File: src/rtl/multiplex.sv
// multiplex: N-to-1 word selector with a combinational output and an
// enabled, registered copy carrying a one-cycle valid strobe.
module multiplex #(
  parameter int Width       = 8,
  parameter int AddressSize = 2
) (
  input  logic                              CLK,
  input  logic                              RST_N,
  input  logic [Width*(2**AddressSize)-1:0] D,
  input  logic [AddressSize-1:0]            S,
  input  logic                              EN,
  output logic [Width-1:0]                  Q,
  output logic [Width-1:0]                  QR,
  output logic                              VALID
);

  localparam int NumWords = 2**AddressSize;

  // Flat bus viewed as an array of words; word 0 occupies the LSBs.
  logic [Width-1:0] wordArray [NumWords];
  logic [Width-1:0] capturedWord_q;
  logic [Width-1:0] capturedWord_d;
  logic             valid_q;
  logic             valid_d;

  genvar k;
  generate
    for (k = 0; k < NumWords; k++) begin : gSlice
      assign wordArray[k] = D[k*Width +: Width];
    end
  endgenerate

  // Every select value names a real word, so no default is needed.
  assign Q = wordArray[S];

  // Capture on enable, otherwise hold; valid simply mirrors the enable.
  always_comb begin
    capturedWord_d = capturedWord_q;
    valid_d        = EN;
    if (EN) begin
      capturedWord_d = Q;
    end
  end

  // Registered path; reset clears word and strobe regardless of the clock.
  always_ff @(posedge CLK or negedge RST_N) begin
    if (!RST_N) begin
      capturedWord_q <= '0;
      valid_q        <= 1'b0;
    end else begin
      capturedWord_q <= capturedWord_d;
      valid_q        <= valid_d;
    end
  end

  assign QR    = capturedWord_q;
  assign VALID = valid_q;

endmodule

File: config.mk
export PLATFORM = sky130hd
export DESIGN_NAME = multiplex
export DESIGN_NICKNAME = d
export VERILOG_FILES = /design/src/rtl/multiplex.sv
export SDC_FILE = /design/constraint.sdc
export NUM_CORES = 1
export LEC_CHECK = 0
export ABC_AREA = 0
export BUFFER_PORTS_ARGS = -buffer_cell sky130_fd_sc_hd__buf_2
export CAP_MARGIN = 10
export CELL_PAD_IN_SITES_DETAIL_PLACEMENT = 0
export CELL_PAD_IN_SITES_GLOBAL_PLACEMENT = 1
export CORE_MARGIN = 1
export CORE_UTILIZATION = 23
export DETAILED_ROUTE_END_ITERATION = 10
export PLACE_DENSITY_LB_ADDON = 0.1
export SLEW_MARGIN = 20
export SYNTH_ARGS = -nofsm -noshare
export SYNTH_HDL_FRONTEND = slang
export SYNTH_SLANG_ARGS = --single-unit
File: constraint.sdc
create_clock -name CLK -period 0.8 [get_ports CLK]
set_input_delay 0.12 -clock CLK [delete_from_list [all_inputs] [get_ports CLK]]
set_output_delay 0.12 -clock CLK [all_outputs]
set_load 0.05 [all_outputs]
==> results of run 1 <==
-- worst max path at each step --
| stage | slack (ns) | to | cells past startpoint | from |
|---|---|---|---|---|
| final | -0.25 | Q[1] | 5 | S[1] |
| after global routing | -0.28 | Q[1] | 5 | S[1] |
| after CTS | -0.24 | Q[0] | 5 | S[1] |
| after detailed placement | -0.42 | Q[0] | 5 | S[1] |
| after global placement | -0.37 | Q[1] | 5 | S[1] |
| after floorplan | -0.24 | Q[3] | 4 | S[1] |
-- placed cells by master (no fill, tap or decap) --
cell / n
sky130_fd_sc_hd__mux2i_4: 24
sky130_fd_sc_hd__dfrtp_1: 9
sky130_fd_sc_hd__buf_16: 1
sky130_fd_sc_hd__buf_2: 35
sky130_fd_sc_hd__dlygate4sd3_1: 1
sky130_fd_sc_hd__buf_12: 3
sky130_fd_sc_hd__nand2b_2: 1
sky130_fd_sc_hd__o221ai_2: 6
sky130_fd_sc_hd__nand2b_4: 2
sky130_fd_sc_hd__buf_8: 1
sky130_fd_sc_hd__buf_6: 26
sky130_fd_sc_hd__nand2_2: 1
sky130_fd_sc_hd__o221ai_1: 2
sky130_fd_sc_hd__buf_4: 13
sky130_fd_sc_hd__nand2b_1: 6
sky130_fd_sc_hd__clkbuf_4: 3
sky130_fd_sc_hd__clkbuf_1: 1
-- through the flow --
step                hold slack (ns)  worst slack, ns
floorplan                    -0.176           -0.240
global placement            -0.0171           -0.370
detailed placement          -0.0172           -0.417
CTS                           0.155           -0.243
global route                  0.174           -0.279
finish                        0.169           -0.254
-- logic make-up (layout without fill, tap and decap cells) --
family / after synthesis / after routing
AND/OR/NAND/NOR: 10 / 10
multiplexers: 24 / 24
buffers and inverters: 4 / 84
AO/OA/AOI/OAI: 8 / 8
flip-flops: 9 / 9
-- final cells by class --
cell class	instances	area (µm²)
tap	30	37.5
multi-input combinational	42	728
sequential	9	225
fill	205	872
timing repair buffer	80	678
clock buffer	4	26.3
-- cell usage after synthesis, drive strengths merged --
master  count  area (µm²)
nand2       1        3.75
mux2i      24         240
o221ai      8        70.1
dfrtp       9         225
nand2b      9        56.3
buf         4        47.5
-- power by group through the flow --
stage	Sequential, mW	Combinational [mW]	Clock (mW)
final	0.548	1.40	0.363
after global routing	0.553	1.47	0.403
after CTS	0.546	1.34	0.366
after detailed placement	0.542	0.969	0
after global placement	0.540	0.961	0
after floorplan	0.734	0.451	0
-- critical path, cell delays in order --
cell,delay [ns]
sky130_fd_sc_hd__buf_8,0.09
sky130_fd_sc_hd__buf_12,0.17
sky130_fd_sc_hd__mux2i_4,0.29
sky130_fd_sc_hd__mux2i_4,0.10
sky130_fd_sc_hd__buf_6,0.16
-- registers in the layout, indices dropped and copies added, names as in the netlist --
register,cells
QR,8
VALID,1
-- what timing repair did --
item / in CTS / in global routing
gates resized for setup: 73 / 16
setup endpoints to repair: 25 / 25
hold buffers: 1 / 0
hold endpoints to repair: 9 / 0
gates cloned: 1 / 0
buffers inserted: 9 / 4
-- metal layers --
metal	routed length, µm	share of wire [%]
met1	934	41
met4	29	1.3
met3	143	6.3
met2	1180	52
met5	0	0
==> summary.md, run 1 <==
Clock network latency to the later pin of the worst-skew pair: 0.26 ns. In the routed layout, each cell is associated on average with a via count of 4.69. At the end of routability-driven placement, the weighted congestion stood at 0.598.

Data on the critical path arrives at its endpoint at 0.93 ns. Per report_power, the sequential group accounts for 23.7% of the total. The run gives 1570 µm as the detailed placement HPWL. From bottom edge to top edge, the die measures 54.9 µm. Synthesis produced a netlist whose cell count is 55. For the total count of max-transition violations in the final report, the log shows 0. Setup violations remaining at the end of the flow were counted as 19. The startpoint identified for the worst register-to-register timing path is QR[0]. The final worst slack is -0.254 ns.

After synthesis the netlist holds a flip-flop and latch count of 9. The tools report the via count of the first global-routing pass as 795. The initial utilization of the core area, before any placement, comes to 25.0%. Met3 demand-to-capacity share in global routing: 1.94%.

In this run, the combinational gates consume 60.6% of the power. The logs give 1 for the total iterations of the first detailed-routing run and 82.0% for the headroom to the max-slew limit. The vias after detailed routing is 774. The synthesized netlist devotes 0% of its cell area to XOR and XNOR gates. Clock-pin slew was measured on the worst setup and hold paths at 0.06 ns. Each instance of the synthesized netlist takes up on average 11.7 µm².

In the routed design, unresolved DRC markers number 0. For this run, the top clock speed supported by timing is 0.949 GHz. After detailed placement, the design holds a cell count of 153. The area growth from synthesis to final layout is 164%.

By startpoint and endpoint, the worst setup path is classified as in -> out. Per report_power, the clock group accounts for 15.7% of the total. The tightest min-delay check is of the in -> reg type. For the overall die area, the log shows 0.00301 mm². The number of placement rows is 18, and the width of the chip is 54.9 µm. The number of antenna violations at the first check in global routing was 0.

The worst setup slack for register-to-register paths was -0.02 ns; the total of buffers placed on input and output ports was 53. 54 I/O pins were placed. Summed over all cells, the static leakage comes to 0.715 nW.

For this run, the total global-route usage over all layers was measured as 16.2%. Summing the areas of all compound-gate instances in the mapped netlist gives 10.9% of the synthesized area. The mapped netlist covers 643 µm².

Once layout is complete, the utilization of the core stands at 66.0%. IR analysis of the VDD net gives a maximum drop of 1.07 mV. The maximum level of the CTS H-tree was 1; the number of clock buffers inserted by TritonCTS was 3.

The run gives 0.00170 mm² as the post-route cell area. Of the total power, the share spent switching nets is 39.9%. The worst hold path passes through 2 cells. The tools report the worst-case clock buffer depth as 2.

The root cell of the clock tree is sky130_fd_sc_hd__clkbuf_4. Of the cells placed in the final design, the portion with a size suffix greater than 1 is 85.9%. The clock arrives with 0 ns of skew. The ratio of final minimum period to clock period was 132%.

The endpoint identified for the worst register-to-register timing path is QR[0]. The final reports fail on negative setup slack. TritonCTS built the clock tree. Worst-case reg-to-reg path depth: 3.

Critical path startpoint category: a primary input. The routed design could run at a clock period as short as 1.05 ns. The run gives 0 as the final hold violation count. The flow ran to the end, but the final reports show violations. In the final routed layout, each cell accounts on average for 13.8 µm.

Setup repair after global routing could not meet its margin everywhere. The pin count of the biggest net entering global routing came out at 10. Global routing used 18.1% of the available met1 tracks.

The core area is 0.00257 mm², and the count of max-cap constraint violations is 0. The net count of the finished layout is 173. In this run the power density over the cells is 1360 mW/mm².

At the worst endpoint, the required time is 0.68 ns. The synthesized netlist devotes 9.34% of its cell area to simple gates. Global routing consumed, on the met2 layer, 29.7% of the routing resources. The tools report the kind of end point of the critical path as an output port. After synthesis, the largest family of logic cells by area is multiplexers.

The first global-routing pass estimated 3260 µm of wire. The logs give 2.31 mW for the final total power and 9 for the TritonCTS sink count. The transition time of the tightest slew-check pin came out at 0.270 ns. The sequential area share after synthesis was 35.0%; the violation count after the first detailed-route iteration was 0.

The tools report the internal power contribution as 1.39 mW. The startpoint of the lowest-slack hold path was EN. For this run the aggregate overflow at the end of global routing stands at 0. Excluding fillers, the count of instances in the completed layout stands at 165. Wires add up to 2280 µm. The run gives 0 as the number of routed nets with antenna violations. The fraction of synthesized area in multiplexers was 37.4%; the unique cell type count in the Yosys netlist was 8. The net count after synthesis was 92. The hold path endpoint is VALID. Once placement finished, the instance area stood at 0.00118 mm². During synthesis, Yosys emitted a total of 0 warnings. For the final routed database, the setup TNS stands at -3.20 ns. The repair_antennas step left the layout with diodes totalling 0. met2 is the most crowded layer. Summing the areas of all fa, ha and maj instances in the mapped netlist gives 0% of the synthesized area. For this design the total switching power over the nets is 0.922 mW. The worst-path maximum fanout is 8.
Note: power is estimated with default switching activity, not from simulation.
==> inputs of run 2 (changes only) <==
--- a/config.mk
+++ b/config.mk
@@ -20 +20,2 @@
 export SYNTH_SLANG_ARGS = --single-unit
+export TNS_END_PERCENT = 5
==> constraint.sdc (replaced) <==
create_clock -name CLK -period 0.8 [get_ports CLK]
set_input_delay 0.16 -clock CLK [delete_from_list [all_inputs] [get_ports CLK]]
set_output_delay 0.16 -clock CLK [all_outputs]
set_load 0.05 [all_outputs]
==> run 2 against run 1 <==
Effect of this change: total power is 3.8% lower; first-iteration DRC count is 9 higher; maximum frequency fell by 5.1%; non-clock buffer count grew 5; largest cell class is now buffers; worst setup slack worse by 0.057 ns; highest routed layer unchanged; the flow still finishes with violations (negative setup slack).
==> summary.md, run 2 (synthesis gave the netlist of run 1 again) <==
The library cell used most frequently in the layout, excluding fill and tap cells, is sky130_fd_sc_hd__buf_2. For the final database, setup skew stands at 0 ns. The startpoint identified for the worst register-to-register timing path is QR[5]. The maximum cell stage delay along the critical path came out at 0.20 ns.

Power comes to 2.23 mW. The final critical path takes up 139% of the cycle. IR analysis of the VDD net gives a maximum drop of 0.949 mV. The number of routed nets with antenna violations was 0. The final hold violation count was 0.

Type of the setup path with the least slack: in -> out. The final setup violation count came out at 25. The post-route netlist has 80.0% of its cells at a drive strength greater than 1. The total count of max-transition violations in the final report is 0. The TritonCTS sink count was 9; the clock period minus worst slack was 1.11 ns.

The tree is rooted in a sky130_fd_sc_hd__clkbuf_4. The area growth from synthesis to final layout is 154%. The number of antenna diodes in the final layout is 0. The first TritonRoute pass finished after 2 iterations. The logs give 3240 µm for the first-pass GRT wire length and -0.310 ns for the final worst slack.

The number of antenna violations at the first check in global routing came out at 0. The initialized floorplan defines 18 standard-cell rows. For the maximum level of the CTS H-tree, the log shows 1. The worst pin sits at a relative slew slack of 78.3%.

At the pin with the least slew margin, the transition time is 0.325 ns. The die is 54.9 µm wide. The overall die area was 0.00301 mm²; the final net count was 178.

For this configuration, the core starts out at a cell density of 25.0%. The tools report the start point of the critical path as S[1]. Setup repair after global routing could not meet its margin everywhere. The register with the most flip-flops in the layout has 8 of them. The placer congestion estimate came out at 0.652. The tightest min-delay check is of the in -> reg type.

After detailed routing, the average wire length per cell comes to 12.9 µm. For the DRC violation count after routing, the log shows 0. In this run the deepest clock path goes through 2 buffers. The final reports fail on negative setup slack. Clock tree synthesis inserted a total of 3 buffers.

The average vias per placed instance is 4.59. For the worst setup path, the data required time is 0.64 ns. The cell seen most often among critical-path stages is sky130_fd_sc_hd__mux2i_4. For the highest clock rate, the log shows 0.901 GHz. Port buffering added 53 buffers. The overall global routing resource usage came out at 15.4%.

In this run the count of I/O pins placed on the die edge is 54. In the layout the commonest cells are 35 x sky130_fd_sc_hd__buf_2, 27 x sky130_fd_sc_hd__buf_4, 24 x sky130_fd_sc_hd__mux2i_4. The flow ran to the end, but the final reports show violations. The data arrival time of the critical path is 0.95 ns, and the violation count after the first detailed-route iteration is 9.

The detailed placement HPWL came out at 1560 µm. The slowest stage of the critical path belongs to the cell sky130_fd_sc_hd__mux2i_4. STA classifies the critical path startpoint as a primary input. In this run the power density over the cells is 1360 mW/mm². The height of the die is 54.9 µm.

The logs give 0 for the total overflow reported by the global router and 781 for the vias after detailed routing. The tools report the placement-stage worst setup slack as -0.481 ns. Grouping stages by cell kind, the critical path spends the most delay in buffers and inverters. The critical path contains buffers and inverters numbering 3 combined. Clock slew seen by the registers of the worst setup and hold paths: 0.06 ns. In this run the most critical hold path is launched from EN. The run gives 0.708 nW as the leakage power figure. The clock network latency to the later pin of the worst-skew pair was 0.25 ns; the total routed wirelength was 2190 µm. Max-cap violations in this run came to 0.

The via count of the first global-routing pass was 763. TritonCTS built the clock tree. In this run the worst path has a maximum fanout of 8.

The kind of end point of the critical path was an output port. The pin count of the biggest net entering global routing came out at 10. The core area was 0.00257 mm². The signal on the critical path passes through buf_8 -> buf_12 -> mux2i_4 -> mux2i_4 -> buf_6.
## run 2: path summary, 6_finish.rpt
check	end	depth (start not counted)	slack, ns
max	Q[4]	5	-0.31
min reg2reg	QR[0]	2	0.52
max reg2reg	QR[5]	2	0.06
max in group asynchronous	QR[6]	2	0.34
min	VALID	2	0.21
min in group asynchronous	QR[4]	2	0.28
## run 2: cell type report
| cell class | instances | area, µm² |
|---|---|---|
| Sequential cell | 9 | 225 |
| Clock buffer | 4 | 26.3 |
| Fill cell | 209 | 931 |
| Tap cell | 30 | 37.5 |
| Timing Repair Buffer | 85 | 674 |
| Multi-Input combinational cell | 42 | 673 |
## run 2: power by group
group	internal (mW)	total, mW	switching, mW	leakage (nW)
logic	0.648	1.33	0.680	0.583
registers	0.509	0.550	0.0407	0.110
clock network	0.192	0.347	0.155	0.0150
total	1.35	2.23	0.876	0.708
## run 2: what timing repair did
action	in CTS	in global routing
resized for setup	70	0
hold buffers	1	0
endpoints found under the hold margin	9	0
setup buffers	9	1
setup endpoints to repair	25	25
## run 2: routing by layer
metal	GRT usage, %	part of all wire (%)	vias up
li1	-	-	385
met1	18.6	41	363
met3	2.50	7.1	2
met5	0	0	-
met4	5.13	0.46	0
met2	27.3	51	31
## run 2: per-stage QoR
stage	utilization (%)	std cells	cell area [µm²]	hold slack [ns]	setup TNS, ns
after CTS	63.5	169	1630	0.204	-4.61
after detailed placement	47.0	155	1210	0.0263	-6.90
after global placement	47.0	155	1210	0.0255	-6.54
after floorplan	-	55	743	-0.136	-4.06
final	63.7	170	1640	0.206	-4.62
after global routing	63.7	170	1640	0.216	-5.37
==> inputs of run 3 (changes only) <==
--- a/constraint.sdc
+++ b/constraint.sdc
@@ -3,2 +3,2 @@
 set_output_delay 0.16 -clock CLK [all_outputs]
-set_load 0.05 [all_outputs]
+set_load 0.02 [all_outputs]
==> run 3 against run 2 <==
Effect of this change: sequential share of layout area grew 2.7 points; non-clock buffer count fell by 10; die area did not move; largest cell class is now multi-input combinational cells; total power down 21%; core utilization decreased by 10 points; the flow still finishes with violations (negative setup slack); largest power group unchanged; wire length fell by 5.6%; critical path depth is the same; clock skew did not move; cell count down 5.9%; sequential power decreased by 3%; combinational power is 35% lower.
==> summary.md, run 3 (synthesis gave the netlist of run 1 again) <==
The flow ran to the end, but the final reports show violations. The checks that failed: negative setup slack. The flip-flop count of the largest register after layout works out to 8. The initialized floorplan defines 18 standard-cell rows. The clock network latency to the later pin of the worst-skew pair is 0.26 ns.

Data on the critical path arrives at its endpoint at 0.94 ns. The post-route netlist has 77.7% of its cells at a drive strength greater than 1. Across the whole layout, storage elements account for 225 µm². The clock slew seen by the registers of the worst setup and hold paths was 0.06 ns; the overall die area was 0.00301 mm². The start point of the critical path was S[1]. Summed over all cells, the static leakage comes to 0.622 nW. The tools report the total iterations of the first detailed-routing run as 4.

The library cells used most frequently in the layout, excluding fill and tap cells, are 44 x sky130_fd_sc_hd__buf_2, 25 x sky130_fd_sc_hd__buf_4, 12 x sky130_fd_sc_hd__mux2i_4, 12 x sky130_fd_sc_hd__mux2i_2. Dividing the detail-routed wire length by the instance count gives 12.9 µm. The total overflow reported by the global router is 0, and the number of routed nets with antenna violations is 0. The area growth from synthesis to final layout was 113%. The worst-path maximum fanout was 6. The worst setup path is captured at an output port. The final worst slack is -0.298 ns. The final layout contains 168 nets. For the placed standard-cell area, the log shows 0.00110 mm². For the final routed database, the setup TNS stands at -3.61 ns.

The design draws 1.75 mW. Critical path startpoint category: a primary input. The height of the die works out to 54.9 µm. Setup repair after global routing could not meet its margin everywhere. TritonCTS built the clock tree. Data on the critical path is required at its endpoint by 0.64 ns. The transition time of the tightest slew-check pin is 0.358 ns, and the width of the chip is 54.9 µm. Leaving out fill and tap cells, the most frequent cell in the layout is sky130_fd_sc_hd__buf_2. The total of buffers placed on input and output ports is 53, and the violation count after the first detailed-route iteration is 6. The class of the worst hold path was in -> reg. The first global-routing pass estimated 3260 µm of wire.

For this design the top-level I/O count stands at 54. Across the run, the number of max-cap violations was 0. The number of antenna violations at the first check in global routing came out at 0.

The tools report the maximum ir drop on the vdd rail as 0.917 mV. The count of fill cells added during filler insertion is 231. The tools report the core area as 0.00257 mm². Based on the critical path, the design can be clocked at up to 0.911 GHz. The root cell of the clock tree was sky130_fd_sc_hd__clkbuf_4. The repair_antennas step left the layout with diodes totalling 0. The type of the setup path with the least slack is in -> out. The tools report the placer congestion estimate as 0.600. For the starting density of the core, the log shows 25.0%.

The tools report the final hold violation count as 0. In this run the deepest clock path goes through 2 buffers. The worst register-to-register path ends at QR[2]. For the finished layout, the period the worst path requires is 1.10 ns. Measured against its own limit, the worst slew margin works out to 76.1%.

Final hold analysis gives a worst-case slack of 0.201 ns. The worst register-to-register path has a depth of 2. The routed layout has 748 vias.

The tools report the startpoint of the worst-slack reg-to-reg timing path as QR[2]. The maximum level of the CTS H-tree is 1, and the average vias per placed instance is 4.68. In the global route stage, overall resource usage came out at 15.6%. For the final database, setup skew stands at 0 ns. In the final layout, the multi-input gates occupy 566 µm².

Counting every sink on the clock net gives 9. The tools report the detailed placement HPWL as 1490 µm. The total count of max-transition violations in the final report is 0.

Dividing total power by cell area gives a power density of 1280 mW/mm². The logs give 774 for the via count of the first global-routing pass and 17 for the final setup violation count. The ratio of final minimum period to clock period came out at 137%.

Buffers inserted during clock tree synthesis total 3. The worst setup slack for register-to-register paths is 0.11 ns. The tools report the worst setup path endpoint as Q[4]. The total routed wirelength was 2060 µm. Once layout is done, the placed cells without fillers occupy 0.00137 mm². Entering global routing, the biggest net connects 10 pins.

After detailed routing, the number of remaining DRC violations is 0.
-- run 3: changes by cell type in the layout (fill, tap and decap cells not counted), sizes merged --
cell | before | now
buf | 84 | 74
-- run 3: critical path, stage by stage --
cell                      delay, ns
sky130_fd_sc_hd__buf_12        0.11
sky130_fd_sc_hd__buf_12        0.14
sky130_fd_sc_hd__mux2i_4       0.19
sky130_fd_sc_hd__mux2i_2       0.17
sky130_fd_sc_hd__buf_4         0.17
-- run 3: per-layer routing --
metal / wire length, µm / vias to the layer above / GRT usage (%)
li1: - / 365 / -
met3: 144 / 0 / 5.56
met2: 1120 / 27 / 29.7
met1: 794 / 356 / 16.4
met4: 0 / 0 / 2.56
met5: 0 / - / 0
-- run 3: worst min-delay path by stage --
stage / startpoint / end / slack [ns] / cells past startpoint
detailed placement: RST_N / VALID / 0.02 / 1
CTS: EN / VALID / 0.20 / 2
global route: EN / VALID / 0.22 / 2
floorplan: RST_N / QR[0] / -0.14 / 0
global placement: RST_N / QR[3] / 0.02 / 1
finish: EN / VALID / 0.20 / 2
-- run 3: area by class of cell --
class	instances	share of cell area, %
Clock buffer	4	1.92
Multi-Input combinational cell	42	41.2
Sequential cell	9	16.4
Tap cell	30	2.74
Timing Repair Buffer	75	37.7
-- run 3: power breakdown --
part           switching (mW)  total, mW  internal (mW)
clock network           0.166      0.359          0.193
registers              0.0255      0.534          0.508
logic                   0.397      0.859          0.463
total                   0.589       1.75           1.16
-- run 3: metrics by stage --
stage,utilization (%),cells,worst slack [ns]
final,53.4,160,-0.298
after global routing,53.4,160,-0.337
after CTS,52.3,160,-0.293
after detailed placement,43.0,154,-0.359
after global placement,43.0,154,-0.309
after floorplan,-,55,-0.212
-- run 3: repair_timing --
| action | in CTS | in global routing |
|---|---|---|
| cloned | 1 | 0 |
| endpoints found under the hold margin | 9 | 0 |
| resized for setup | 38 | 4 |
| hold buffers | 1 | 0 |
| buffers inserted | 0 | 0 |
| endpoints found under the setup margin | 25 | 21 |
